==> src/rtl/command_encoder.sv <==
// +----------------------------------------------------------------------------+
// | command_encoder: serialises pixel/palette writes into host-link bytes.     |
// | Revision: 1.0                                                              |
// +----------------------------------------------------------------------------+
`default_nettype none

module command_encoder #(
  parameter int FB_WIDTH  = 320,
  parameter int FB_HEIGHT = 200
) (
  input  logic       clk,
  input  logic       reset,
  input  logic       pixel_req_valid,
  output logic       pixel_req_ready,
  input  logic [8:0] pixel_x,
  input  logic [7:0] pixel_y,
  input  logic [7:0] pixel_color,
  input  logic       pal_req_valid,
  output logic       pal_req_ready,
  input  logic [7:0] pal_index,
  input  logic [3:0] pal_r,
  input  logic [3:0] pal_g,
  input  logic [3:0] pal_b,
  output logic [7:0] tx_data,
  output logic       tx_valid,
  input  logic       tx_ready,
  output logic       busy,
  output logic       req_dropped
);

  localparam logic [1:0] ST_IDLE    = 2'd0;
  localparam logic [1:0] ST_PIXEL   = 2'd1;
  localparam logic [1:0] ST_PALETTE = 2'd2;

  localparam logic [2:0] PIXEL_LAST = 3'd5;
  localparam logic [2:0] PAL_LAST   = 3'd4;

  logic [1:0]  state_q, state_d;
  logic [2:0]  byte_idx_q, byte_idx_d;
  logic [15:0] x_q, x_d;
  logic [15:0] y_q, y_d;
  logic [7:0]  color_q, color_d;
  logic [7:0]  pal_index_q, pal_index_d;
  logic [7:0]  pal_r_q, pal_r_d;
  logic [7:0]  pal_g_q, pal_g_d;
  logic [7:0]  pal_b_q, pal_b_d;
  logic [7:0]  tx_data_q, tx_data_d;
  logic        tx_valid_q, tx_valid_d;
  logic        ready_q, ready_d;
  logic        dropped_q, dropped_d;

  logic [15:0] x_ext;
  logic [15:0] y_ext;
  logic        in_range;
  logic        tx_fire;

  function automatic logic [7:0] pixel_byte(input logic [2:0] idx, input logic [15:0] x,
                                            input logic [15:0] y, input logic [7:0] c);
    case (idx)
      3'd0:    return 8'h01;
      3'd1:    return x[15:8];
      3'd2:    return x[7:0];
      3'd3:    return y[15:8];
      3'd4:    return y[7:0];
      default: return c;
    endcase
  endfunction

  function automatic logic [7:0] pal_byte(input logic [2:0] idx, input logic [7:0] index,
                                          input logic [7:0] r, input logic [7:0] g,
                                          input logic [7:0] b);
    case (idx)
      3'd0:    return 8'h02;
      3'd1:    return index;
      3'd2:    return r;
      3'd3:    return g;
      default: return b;
    endcase
  endfunction

  always_ff @(posedge clk) begin
    if (reset) begin
      state_q     <= ST_IDLE;
      byte_idx_q  <= 3'd0;
      x_q         <= 16'd0;
      y_q         <= 16'd0;
      color_q     <= 8'd0;
      pal_index_q <= 8'd0;
      pal_r_q     <= 8'd0;
      pal_g_q     <= 8'd0;
      pal_b_q     <= 8'd0;
      tx_data_q   <= 8'd0;
      tx_valid_q  <= 1'b0;
      ready_q     <= 1'b1;
      dropped_q   <= 1'b0;
    end else begin
      state_q     <= state_d;
      byte_idx_q  <= byte_idx_d;
      x_q         <= x_d;
      y_q         <= y_d;
      color_q     <= color_d;
      pal_index_q <= pal_index_d;
      pal_r_q     <= pal_r_d;
      pal_g_q     <= pal_g_d;
      pal_b_q     <= pal_b_d;
      tx_data_q   <= tx_data_d;
      tx_valid_q  <= tx_valid_d;
      ready_q     <= ready_d;
      dropped_q   <= dropped_d;
    end
  end

  always_comb begin
    x_ext    = {7'd0, pixel_x};
    y_ext    = {8'd0, pixel_y};
    in_range = (x_ext < 16'(FB_WIDTH)) && (y_ext < 16'(FB_HEIGHT));
    tx_fire  = tx_valid_q && tx_ready;

    state_d     = state_q;
    byte_idx_d  = byte_idx_q;
    x_d         = x_q;
    y_d         = y_q;
    color_d     = color_q;
    pal_index_d = pal_index_q;
    pal_r_d     = pal_r_q;
    pal_g_d     = pal_g_q;
    pal_b_d     = pal_b_q;
    tx_data_d   = tx_data_q;
    tx_valid_d  = tx_valid_q;
    ready_d     = ready_q;
    dropped_d   = 1'b0;

    case (state_q)
      ST_IDLE: begin
        // Pixel has priority; an out-of-range pixel is consumed without output.
        if (pixel_req_valid) begin
          if (in_range) begin
            x_d        = x_ext;
            y_d        = y_ext;
            color_d    = pixel_color;
            state_d    = ST_PIXEL;
            byte_idx_d = 3'd0;
            tx_data_d  = pixel_byte(3'd0, x_ext, y_ext, pixel_color);
            tx_valid_d = 1'b1;
            ready_d    = 1'b0;
          end else begin
            dropped_d = 1'b1;
          end
        end else if (pal_req_valid) begin
          pal_index_d = pal_index;
          pal_r_d     = {pal_r, pal_r};
          pal_g_d     = {pal_g, pal_g};
          pal_b_d     = {pal_b, pal_b};
          state_d     = ST_PALETTE;
          byte_idx_d  = 3'd0;
          tx_data_d   = 8'h02;
          tx_valid_d  = 1'b1;
          ready_d     = 1'b0;
        end
      end
      ST_PIXEL: begin
        if (tx_fire) begin
          if (byte_idx_q == PIXEL_LAST) begin
            state_d    = ST_IDLE;
            byte_idx_d = 3'd0;
            tx_data_d  = 8'd0;
            tx_valid_d = 1'b0;
            ready_d    = 1'b1;
          end else begin
            byte_idx_d = byte_idx_q + 3'd1;
            tx_data_d  = pixel_byte(byte_idx_q + 3'd1, x_q, y_q, color_q);
          end
        end
      end
      ST_PALETTE: begin
        if (tx_fire) begin
          if (byte_idx_q == PAL_LAST) begin
            state_d    = ST_IDLE;
            byte_idx_d = 3'd0;
            tx_data_d  = 8'd0;
            tx_valid_d = 1'b0;
            ready_d    = 1'b1;
          end else begin
            byte_idx_d = byte_idx_q + 3'd1;
            tx_data_d  = pal_byte(byte_idx_q + 3'd1, pal_index_q, pal_r_q, pal_g_q, pal_b_q);
          end
        end
      end
      default: begin
        state_d    = ST_IDLE;
        byte_idx_d = 3'd0;
        tx_valid_d = 1'b0;
        ready_d    = 1'b1;
      end
    endcase
  end

  always_comb begin
    pixel_req_ready = ready_q;
    // Palette is not offered a handshake while a pixel request competes for it.
    pal_req_ready   = ready_q && !pixel_req_valid;
    tx_data         = tx_data_q;
    tx_valid        = tx_valid_q;
    busy            = (state_q != ST_IDLE);
    req_dropped     = dropped_q;
  end

endmodule

`default_nettype wire
==> config.mk <==
export PLATFORM = sky130hd
export DESIGN_NAME = command_encoder
export DESIGN_NICKNAME = d
export VERILOG_FILES = /design/src/rtl/command_encoder.sv
export SDC_FILE = /design/constraint.sdc
export NUM_CORES = 1
export LEC_CHECK = 0
export BUFFER_PORTS_ARGS = -buffer_cell sky130_fd_sc_hd__buf_2
export CAP_MARGIN = 20
export CORE_AREA = 2 2 87 89
export DETAILED_ROUTE_END_ITERATION = 6
export DIE_AREA = 0 0 89 91
export PLACE_DENSITY = 0.64
export SLEW_MARGIN = 40
export SYNTH_ARGS = -nofsm -noshare
export SYNTH_HDL_FRONTEND = slang
export SYNTH_SLANG_ARGS = --single-unit
==> constraint.sdc <==
create_clock -name clk -period 2.7 [get_ports clk]
set_input_delay 0.27 -clock clk [delete_from_list [all_inputs] [get_ports clk]]
set_output_delay 0.27 -clock clk [all_outputs]
set_load 0.005 [all_outputs]
Word-level counts from Yosys, hierarchy flattened
Index checks and enable logic that the tools add are counted.

Logic and storage cells: 89. Input bits: 50. Register bits: 73.

Eq/ne operators: 14. Order comparisons: 2. Reductions and logical operators: 14. $add $sub $neg: 1. Bitwise gates (word level): 2. Multiplexer cells: 43.

Operators with widths (number): 8-bit 2-to-1 mux (7); 8-bit one-hot mux with 5 select lines (1); 8-bit one-hot mux with 4 select lines (1); 8-bit one-hot mux with 3 select lines (1); 3-bit 2-to-1 mux (7); 1-bit 2-to-1 mux (15); 2-bit 2-to-1 mux (7); 3-bit == test (second input constant) (3); 9-bit less-than comparator (second input constant) (1); 3-bit one-hot mux with 3 select lines (1); 8-bit less-than comparator (second input constant) (1); 2-bit inequality test (second input constant) (4); 3-bit by 2-bit == test with 1-bit output (second input constant) (2); 3-bit inequality test (second input constant) (2); 1-bit one-hot mux with 3 select lines (2); 2-bit one-hot mux with 3 select lines (1); 3-bit AND reduction (2); 6-bit AND reduction (1); 5-bit AND reduction (1); 4-bit AND reduction (1); 3-bit by 1-bit adder with 3-bit output (second input constant) (1); 3-bit by 1-bit == test with 1-bit output (second input constant) (1); 1-bit logical AND (3); 3-bit zero test (1); 8 further kinds (9).

Longest topological paths before layout
Gate-level depths: netlist (run 1).

Depth in word-level cells: 6. Depth in mapped cells: 9.

Worst setup path after synthesis (run 1)
No wires, ideal clock.

Kind: register to register. Start: register byte_idx_q[0]. End: register tx_data_q[1], in the netlist tx_data[1]. Path slack: 543 ps. Library setup time: 122 ps. Buffers on the path: 0. Arrival: 2036 ps. Cell stages (with the launch flop): 8. Required time: 2578 ps. Clock period less this slack: 2157 ps. Path through: dfxtp_1 > inv_1 > ha_1 > or4_4 > and2_1 > o21ai_0 > o22ai_1 > a221o_1.

Longest elaborated chain between the ends: 6. Elaborated cells on any way between the ends: 15. Classes of those cells: add/sub: 1; eq/ne: 6; mux: 7; reduce/logical: 1.

RTL lines: start, declared (line 39) `logic [2:0] byte_idx_q, byte_idx_d;`; start signal, assigned (line 98) `byte_idx_q <= byte_idx_d;`; 3-bit by 1-bit adder with 3-bit output (line 171, 185); 3-bit == test (tied with other cells) (line 59) `case (idx)`; 8-bit one-hot mux with 5 select lines / 8-bit one-hot mux with 4 select lines (equally long branches) (line 59, 72); 8-bit 2-to-1 mux, on equally long branches (line 163, 177); 8-bit 2-to-1 mux, on equally long branches (line 162, 176); 8-bit one-hot mux with 3 select lines * (line 133) `case (state_q)`; end signal, assigned (line 106) `tx_data_q <= tx_data_d;`; end, declared (line 47) `logic [7:0] tx_data_q, tx_data_d;`.

Every way passes the cells marked *; elsewhere a longest branch is shown, timed or not. The select of a mux whose other input is x is not followed. A chain may end at the register's enable or synchronous reset.

Worst setup path after layout (run 1)
Start: register byte_idx_q[1]. End: register tx_data_q[1], in the netlist tx_data[1].

Same word-level chain as after synthesis.

==> out/metrics.csv, run 1 <==
stage;metric;value;unit
setup_path;critical path class;reg2reg;
floorplan;initial core utilization;39.4;%
cells_and_area;Area Growth Syn to Fin;21.3;%
floorplan;DIE AREA;8100;um2
cells_and_area;multi-input logic area;1490;um2
setup_path;maximum fanout along the worst path;16;
clocking;Max clock buf depth;2;
yosys;Synth async-reset ratio;0;%
sta;Final Max Slew Viols;0;
setup_path;reg2reg start;byte_idx_q[1];
yosys;multiplexer share of the synthesized area;0;%
sta;Final Skew;0.00702;ns
placement;post-DP HPWL;5470;um
drt;Post-DRT Antenna Nets;0;
floorplan;Die Height;91;um
job;total of max-cap violations;0;
placement;Inst Count DP;499;
floorplan;Die W;89;um
yosys;prevailing post-synth register cell;dfxtp_1;
yosys;area leader, netlist;dfxtp_1;
clocking;CTS tree;yes;
global_route;total congestion overflow;0;
yosys;syn_area_per_cell;7.99;um2
yosys;Synth Area in Simple Gates;23.8;%
setup_path;Worst Path Required;2.93;ns
yosys;Syn Nets;411;
yosys;Distinct cells, synth;45;
setup_path;CP startpoint kind;flip-flop;
yosys;sequential fraction of the synthesis area;43.4;%
clocking;H-tree depth;3;
cells_and_area;Sequential Area;1220;um2
clocking;worst skew pair latency;0.34;ns
sta;setup violators final;0;
yosys;combinational family with the most area after synthesis;compound AO/OA/AOI/OAI gates;
yosys;Synth top area share;43.4;%
yosys;Synth Area in XOR/XNOR;0.623;%
yosys;Synth Instances;352;
clocking;Root Buffer;clkbuf_8;
cells_and_area;# fillers;759;
cells_and_area;layout cells sized above 1;20.9;%
setup_path;worst reg2reg path depth;7;
yosys;Post-Synthesis Cell Area;2810;um2
power_and_ir_drop;Worst VDD drop;0.250;mV
power_and_ir_drop;Leakage;1.42;nW
global_route;met3 Track Usage GR;5.18;%
sta;Post-Route Setup TNS;0;ns
drt;first-pass detailed-route iteration total;4;
worst_hold_path;Hold Startpoint;pixel_y[2];
yosys;synthesized-area fraction occupied by adder cells;4.01;%
sta;Hold Vio Cnt, Final;0;
cells_and_area;most common cell after layout, fill and taps aside;nand2_1;
global_route;first-pass GRT wire length;11800;um
drt;drc violations;0;
setup_path;Worst EP arrival;2.68;ns
worst_hold_path;Hold Path Depth;3;
setup_path;flop-to-flop setup slack;0.24;ns
worst_hold_path;hold endpoint;y_q[2];
sta;unrepaired setup endpoints after global routing;no;
floorplan;# rows;31;
power_and_ir_drop;Cell Pwr Density;845;nW/um2
drt;Via density;5.16;
drt;routed length per placed instance;14.3;um
setup_path;worst r2r dst;tx_data[1];
drt;Detailed Route Iter0 Violations;174;
setup_path;Worst Setup End Kind;flip-flop;
floorplan;IO Pins;63;
sta;final worst path period share;90.9;%
global_route;GRT met1 Usage;27.5;%
clocking;Hold-fix buffers, CTS;0;
yosys;synthesized flop and latch total;61;
yosys;Compound-Gate Fraction of Synth Area;24.4;%
global_route;antenna violations before repair;0;
clocking;Post-CTS Setup Bufs;0;
yosys;Area contributors post-synth;dfxtp_1 (43%), nand2_1 (13%), a21oi_1 (10%);
sta;fmax;407;MHz
status;run status;finished clean;
clocking;Num CTS Buffers;9;
placement;# port buffers;62;
clocking;clock sink total;61;
sta;fin worst setup slack;0.244;ns
cells_and_area;Finished Layout Cells;515;
global_route;met2 GRT Util;26.2;%
sta;slew at the pin closest to its max-slew limit;0.699;ns
sta;min Tclk post-route;2.46;ns
global_route;GR Util All Layers;18.9;%
global_route;largest net degree at the start of global routing;32;
sta;Slew Limit Headroom;53.3;%
placement;setup slack at placement;0.295;ns
placement;GP Congestion;0.911;
drt;total routed wirelength;7350;um
global_route;number of global-route vias before repair;2416;
clocking;Clock transition at path regs;0.07;ns
drt;DR vias;2656;
worst_hold_path;HP Class;in2reg;
cells_and_area;most frequent cells in the layout;nand2_1 (98), buf_2 (62), dfxtp_1 (61), a21oi_1 (56), and3_1 (16);
global_route;GRT busiest layer;met1;
cells_and_area;Antenna Cells;0;
clocking;PostCTS Resize Cnt;0;
yosys;Ys Warns;0;
floorplan;core region area;7140;um2
cells_and_area;nets;470;
yosys;Post-synth EDFFs;0;
## synthesized netlist by cell type (3+ instances only)
cell type,n
or3_1,3
a211oi_1,8
o21ai_0,6
and3_1,16
o22ai_1,7
a21oi_1,56
nand3_1,11
ha_1,9
a22oi_1,5
nand2_1,98
dfxtp_1,61
nor2_1,7
buf_2,3
a22o_1,6
clkbuf_1,14
inv_1,8
## area by class of cell
cell class                 count  area share [%]
inverter                       8           0.881
clock buffer                  12            4.26
multi-input combinational    264            43.8
tap                           99            3.63
sequential                    61            35.8
clock inverter                 4            1.39
timing repair buffer          67            10.2
## worst max-delay path: stages, from the launching register on
cell and delay [ns]:
dfxtp_1 0.40, inv_1 0.08, ha_1 0.35, or4_4 0.57, and2_1 0.22, o21ai_0 0.27
o22ai_1 0.11, a221o_1 0.35
## logic make-up (layout without fill, tap and decap cells)
group                    count (synthesis)  after routing
flip-flops                              61             61
adder cells (fa/ha/maj)                  9              9
AND/OR/NAND/NOR                        147            147
AO/OA/AOI/OAI                          106            106
XOR/XNOR                                 2              2
buffers and inverters                   27             91
## worst max-delay path by stage
| stage | start | end | slack, ns | depth (start not counted) |
|---|---|---|---|---|
| floorplan | byte_idx_q[0] | tx_data[1] | 0.54 | 7 |
| global placement | byte_idx_q[1] | tx_data[1] | 0.39 | 7 |
| detailed placement | byte_idx_q[1] | tx_data[1] | 0.30 | 7 |
| CTS | byte_idx_q[1] | tx_data[1] | 0.28 | 7 |
| global route | byte_idx_q[1] | byte_idx_q[0] | 0.10 | 7 |
| finish | byte_idx_q[1] | tx_data[1] | 0.24 | 7 |
## report_power, final
part | leakage [nW] | internal, W | switching, W
logic | 0.822 | 0.000356 | 0.000614
registers | 0.497 | 0.00103 | 0.0000869
clock network | 0.0964 | 0.000449 | 0.000341
## per-layer routing
| layer | wire, um | up-vias |
|---|---|---|
| met4 | 167 | 0 |
| met5 | 0 | - |
| li1 | - | 1363 |
| met2 | 3200 | 84 |
| met1 | 3590 | 1197 |
| met3 | 393 | 12 |
## through the flow
stage | util (%) | instance area [um2] | hold slack (ns) | power [W]
floorplan | - | 2810 | 0.406 | 0.00181
global placement | 45.1 | 3220 | 0.447 | 0.00209
detailed placement | 45.1 | 3220 | 0.447 | 0.00210
CTS | 47.8 | 3410 | 0.155 | 0.00289
global route | 47.8 | 3410 | 0.149 | 0.00308
finish | 47.8 | 3410 | 0.164 | 0.00288
## state kept, by name, summed over array words and instances, names as in the netlist
name	flops
byte_idx_q	3
color_q	8
pal_b_q	4
pal_g_q	4
pal_index_q	8
pal_r_q	4
pixel_req_ready	1
req_dropped	1
state_q	2
tx_data	8
tx_valid	1
x_q	9
y_q	8
Power figures use the tool's default switching activity.
==> inputs of run 2 (changes only) <==
CORE_AREA = 2 2 112 70   (was 2 2 87 89)
DIE_AREA = 0 0 114 72   (was 0 0 89 91)
PLACE_DENSITY = unset   (was 0.64)
PLACE_DENSITY_LB_ADDON = 0.2   (was unset)
==> run 2 against run 1 <==
  * Critical path depth did not move
  * Fmax fell by 0.14%
  * Combinational power rose by 1%
  * Non-clock buffer count did not move
  * Clock skew barely moved
  * Clock power rose by 52%
  * Via count did not move
  * Worst setup slack got worse by 0.0034 ns
  * Final cell count fell by 1.7%
  * Design area rose by 3.3%
==> out/metrics.csv, run 2 (same netlist as run 1, synthesis figures left out) <==
stage;metric;value;unit;change
status;run status;finished clean;;
job;total of max-cap violations;0;;unchanged
setup_path;maximum fanout along the worst path;16;;unchanged
cells_and_area;Area Growth Syn to Fin;25.3;%;
floorplan;Die W;114;um;+28%
cells_and_area;layout cells sized above 1;21.0;%;+0.050 points
setup_path;Worst Path Required;2.91;ns;-0.02 ns
cells_and_area;Finished Layout Cells;506;;-1.7%
clocking;Post-CTS Setup Bufs;0;;unchanged
drt;first-pass detailed-route iteration total;4;;unchanged
worst_hold_path;HP Class;in2reg;;
placement;post-DP HPWL;6010;um;+10%
setup_path;worst r2r dst;tx_data[1];;
clocking;worst skew pair latency;0.33;ns;about the same
sta;Final Max Slew Viols;0;;unchanged
sta;Final Skew;0.00655;ns;-0.000478 ns
sta;Post-Route Setup TNS;0;ns;unchanged
power_and_ir_drop;Worst VDD drop;0.339;mV;+36%
global_route;first-pass GRT wire length;12600;um;+6.4%
placement;GP Congestion;0.869;;-4.6%
sta;Hold Vio Cnt, Final;0;;unchanged
drt;routed length per placed instance;15.7;um;+9.7%
drt;Post-DRT Antenna Nets;0;;unchanged
drt;Via density;5.25;;+1.8%
cells_and_area;most frequent cells in the layout;nand2_1 (98), buf_2 (62), dfxtp_1 (61), a21oi_1 (56), and3_1 (16);;
sta;hold slack;0.178;ns;+0.0139 ns
global_route;GR Util All Layers;20.1;%;+1.2 points
cells_and_area;multi-input logic area;1490;um2;unchanged
cells_and_area;Antenna Cells;0;;unchanged
sta;setup violators final;0;;unchanged
sta;fin worst setup slack;0.241;ns;-0.00338 ns
sta;final worst path period share;91.1;%;+0.13 points
clocking;PostCTS Resize Cnt;0;;unchanged
setup_path;Worst EP arrival;2.66;ns;-0.02 ns
sta;slew at the pin closest to its max-slew limit;0.731;ns;+0.0316 ns
sta;min Tclk post-route;2.46;ns;+0.00338 ns
floorplan;# rows;24;;-23%
clocking;Max clock buf depth;2;;unchanged
clocking;clock sink total;61;;unchanged
clocking;Hold-fix buffers, CTS;0;;unchanged
setup_path;worst reg2reg path depth;7;;unchanged
placement;Inst Count DP;491;;-1.6%
clocking;CTS tree;yes;;
drt;total routed wirelength;7920;um;+7.8%
power_and_ir_drop;Leakage;1.47;nW;+3.9%
floorplan;core region area;7150;um2;+0.14%
drt;drc violations;0;;unchanged
floorplan;IO Pins;63;;unchanged
setup_path;crit path to;tx_data[1];;
sta;fmax;407;MHz;-0.14%
setup_path;reg2reg start;byte_idx_q[1];;
placement;# port buffers;62;;unchanged
floorplan;DIE AREA;8210;um2;+1.3%
sta;Slew Limit Headroom;51.2;%;-2.1 points
setup_path;flop-to-flop setup slack;0.24;ns;about the same
placement;setup slack at placement;0.302;ns;+0.00663 ns
global_route;total congestion overflow;0;;unchanged
cells_and_area;Sequential Area;1220;um2;unchanged
cells_and_area;nets;470;;unchanged
clocking;Root Buffer;clkbuf_16;;
setup_path;CP startpoint kind;flip-flop;;
cells_and_area;Largest register FFs;9;;unchanged
cells_and_area;Reg with most FFs;x_q;;
cells_and_area;most common cell after layout, fill and taps aside;nand2_1;;
power_and_ir_drop;Cell Pwr Density;941;nW/um2;+11%
clocking;Clock transition at path regs;0.05;ns;-0.02 ns
placement;post-place instance area;3210;um2;-0.31%
floorplan;initial core utilization;39.3;%;-0.055 points
global_route;antenna violations before repair;0;;unchanged
drt;DR vias;2656;;unchanged
cells_and_area;post-route cell area;3520;um2;+3.3%
global_route;largest net degree at the start of global routing;32;;unchanged
setup_path;Worst Setup End Kind;flip-flop;;
setup_path;critical path class;reg2reg;;
clocking;H-tree depth;3;;unchanged
sta;unrepaired setup endpoints after global routing;no;;
floorplan;Die Height;72;um;-21%
global_route;number of global-route vias before repair;2403;;-0.54%
setup_path;crit path from;byte_idx_q[1];;
clocking;Num CTS Buffers;9;;unchanged
cells_and_area;# fillers;729;;-4.0%
drt;Detailed Route Iter0 Violations;170;;-2.3%
run 2: critical path, stage by stage (launching register included):
cell	delay (ns)
dfxtp_1	0.40
inv_1	0.08
ha_1	0.36
or4_4	0.58
and2_1	0.22
o21ai_0	0.23
o22ai_1	0.11
a221o_1	0.36
run 2: cell type report:
class                           count  share of cell area [%]
Timing Repair Buffer               67                    9.88
Multi-Input combinational cell    264                    42.4
Sequential cell                    61                    34.7
Clock buffer                       11                    6.89
Clock inverter                      4                    2.06
Inverter                            8                   0.853
Tap cell                           91                    3.23
run 2: report_power, final:
part,switching (W),internal [W]
Combinational,0.000627,0.000357
Clock,0.000380,0.000825
Sequential,0.0000914,0.00103
Total,0.00110,0.00222
run 2: through the flow:
stage | utilization, % | power [W]
6_report | 49.3 | 0.00331
3_5_place_dp | 44.9 | 0.00212
5_1_grt | 49.3 | 0.00350
3_3_place_gp | 44.9 | 0.00210
4_1_cts | 49.3 | 0.00333
2_1_floorplan | - | 0.00181
run 2: worst min path at each step:
stage                   start  slack (ns)  cells past startpoint         end
6_report       pixel_color[7]        0.18                      3  color_q[7]
5_1_grt              pal_b[1]        0.19                      3  pal_b_q[5]
4_1_cts              pal_g[3]        0.18                      3  pal_g_q[3]
3_5_place_dp           y_q[4]        0.45                      2      y_q[4]
3_3_place_gp           x_q[5]        0.45                      2      x_q[5]
2_1_floorplan        pal_b[3]        0.41                      2  pal_b_q[3]
run 2: metal layers:
metal	global-route usage (%)	wire (um)	vias up
met1	31.8	4300	1210
met3	5.68	508	4
li1	-	-	1359
met2	25.7	3080	83
met5	0	0	-
met4	6.10	36	0
==> inputs of run 3 (changes only) <==
BUFFER_PORTS_ARGS = unset   (was -buffer_cell sky130_fd_sc_hd__buf_2)
DONT_BUFFER_PORTS = 1   (was unset)
==> run 3 against run 2 <==
  * Worst setup slack improved by 0.012 ns
  * First-iteration DRC count rose by 21%
  * Non-clock buffer count fell by 61
  * Die area did not move
  * Largest power group is now sequential cells
==> out/metrics.csv, run 3 (same netlist as run 1, synthesis figures left out) <==
stage;metric;value;unit;change
sta;final worst path period share;90.6;%;-0.43 points
sta;min Tclk post-route;2.45;ns;-0.0116 ns
global_route;largest net degree at the start of global routing;60;;+88%
power_and_ir_drop;switching share of power;33.5;%;+0.41 points
sta;Slew Limit Headroom;51.1;%;about the same
placement;setup slack at placement;0.211;ns;-0.0908 ns
placement;post-DP HPWL;6080;um;+1.2%
global_route;number of global-route vias before repair;2394;;-0.37%
global_route;antenna violations before repair;0;;unchanged
floorplan;# rows;24;;unchanged
drt;drc violations;0;;unchanged
setup_path;critical path class;reg2reg;;
setup_path;Worst Setup End Kind;flip-flop;;
floorplan;initial core utilization;39.3;%;unchanged
power_and_ir_drop;Seq pwr share;35.8;%;+1.8 points
clocking;Max clock buf depth;2;;unchanged
placement;Inst Count DP;429;;-13%
drt;routed length per placed instance;18.3;um;+17%
power_and_ir_drop;Overall Power;0.00318;W;-4.2%
cells_and_area;layout cells sized above 1;6.50;%;-14 points
drt;DR vias;2473;;-6.9%
sta;Final Max Slew Viols;0;;unchanged
floorplan;core region area;7150;um2;unchanged
sta;Post-Route Setup TNS;0;ns;unchanged
sta;Hold Vio Cnt, Final;0;;unchanged
drt;Post-DRT Antenna Nets;0;;unchanged
cells_and_area;Largest register FFs;9;;unchanged
job;total of max-cap violations;0;;unchanged
sta;unrepaired setup endpoints after global routing;no;;
status;run status;finished clean;;
clocking;Post-CTS Setup Bufs;0;;unchanged
placement;# port buffers;0;;-100%
clocking;clock sink total;61;;unchanged
clocking;Num CTS Buffers;9;;unchanged
power_and_ir_drop;Worst VDD drop;0.361;mV;+6.4%
clocking;CTS tree;yes;;
cells_and_area;most frequent cells in the layout;nand2_1 (98), dfxtp_1 (61), a21oi_1 (56), and3_1 (16), nand3_1 (11);;
drt;Via density;5.56;;+5.9%
cells_and_area;Reg with most FFs;x_q;;
cells_and_area;Core Util, Final;44.8;%;-4.5 points
cells_and_area;Antenna Cells;0;;unchanged
drt;first-pass detailed-route iteration total;5;;+1
sta;slew at the pin closest to its max-slew limit;0.731;ns;+0.000486 ns
sta;fin worst setup slack;0.253;ns;+0.0116 ns
global_route;total congestion overflow;0;;unchanged
floorplan;Die Height;72;um;unchanged
placement;GP Congestion;0.863;;-0.69%
sta;fmax;409;MHz;+0.48%
power_and_ir_drop;Comb pwr share;28.6;%;-1.1 points
setup_path;Worst Path Required;2.91;ns;about the same
power_and_ir_drop;Clk network pwr share;35.6;%;-0.7 points
setup_path;maximum fanout along the worst path;16;;unchanged
power_and_ir_drop;Cell Pwr Density;992;nW/um2;+5.4%
setup_path;CP startpoint kind;flip-flop;;
cells_and_area;# fillers;748;;+2.6%
cells_and_area;most common cell after layout, fill and taps aside;nand2_1;;
floorplan;IO Pins;63;;unchanged
global_route;first-pass GRT wire length;12800;um;+1.6%
power_and_ir_drop;internal power;0.00211;W;-4.8%
cells_and_area;Finished Layout Cells;445;;-12%
clocking;Clock transition at path regs;0.05;ns;about the same
drt;Detailed Route Iter0 Violations;206;;+21%
clocking;H-tree depth;3;;unchanged
drt;total routed wirelength;8140;um;+2.7%
sta;Final Skew;0.00414;ns;-0.00241 ns
worst_hold_path;HP Class;in2reg;;
power_and_ir_drop;P_sw;0.00107;W;-3.0%
floorplan;DIE AREA;8210;um2;unchanged
sta;setup violators final;0;;unchanged
power_and_ir_drop;Leakage;1.21;nW;-18%
global_route;GR Util All Layers;20.7;%;+0.62 points
clocking;Root Buffer;clkbuf_16;;
cells_and_area;nets;409;;-13%
cells_and_area;Area Growth Syn to Fin;13.8;%;
setup_path;Worst EP arrival;2.66;ns;about the same
floorplan;Die W;114;um;unchanged
clocking;worst skew pair latency;0.33;ns;about the same
==> run 3: final timing paths <==
path | start | to | slack, ns | depth (start not counted)
worst max-delay path | byte_idx_q[1] | tx_data[1] | 0.25 | 7
worst min-delay path | reset | pal_b_q[4] | 0.02 | 1
worst max register to register | byte_idx_q[1] | tx_data[1] | 0.25 | 7
worst min register to register | pal_r_q[4] | pal_r_q[4] | 0.45 | 2
==> run 3: metrics by stage <==
step	area, um2	hold slack [ns]
finish	3200	0.0174
global route	3200	0.00336
CTS	3190	0.00209
detailed placement	2900	0.349
global placement	2900	0.347
floorplan	2810	0.406
==> run 3: metal layers <==
layer	share of wire, %	track usage (%)	up-vias
li1	-	-	1234
met1	51	30.5	1155
met2	40	27.3	79
met3	8.4	8.19	5
met4	0.63	6.50	0
met5	0	0	-
==> run 3: worst max-delay path, stage by stage, from the launching register on <==
cell	delay (ns)
dfxtp_1	0.40
inv_1	0.09
ha_1	0.35
or4_4	0.58
and2_1	0.23
o21ai_1	0.21
o22ai_1	0.12
a221o_1	0.35
==> run 3: cell type report <==
| class | instances | area [um2] | area share (%) |
|---|---|---|---|
| timing repair buffer | 6 | 47.5 | 1.49 |
| tap | 91 | 114 | 3.56 |
| sequential | 61 | 1220 | 38.2 |
| clock inverter | 1 | 30.0 | 0.938 |
| inverter | 8 | 30.0 | 0.938 |
| clock buffer | 14 | 264 | 8.25 |
| multi-input combinational | 264 | 1490 | 46.7 |
==> run 3: repair_timing <==
action / CTS / global route
gates resized for setup: 0 / 1
setup endpoints to repair: 0 / 1
hold endpoints to repair: 0 / 6
hold buffers: 0 / 1
==> run 3: power groups by stage <==
stage | clock network (W) | registers, W | logic [W]
global route | 0.00120 | 0.00115 | 0.00102
floorplan | 0 | 0.00111 | 0.000700
finish | 0.00113 | 0.00114 | 0.000907
CTS | 0.00115 | 0.00114 | 0.000902
global placement | 0 | 0.00115 | 0.000877
detailed placement | 0 | 0.00115 | 0.000897
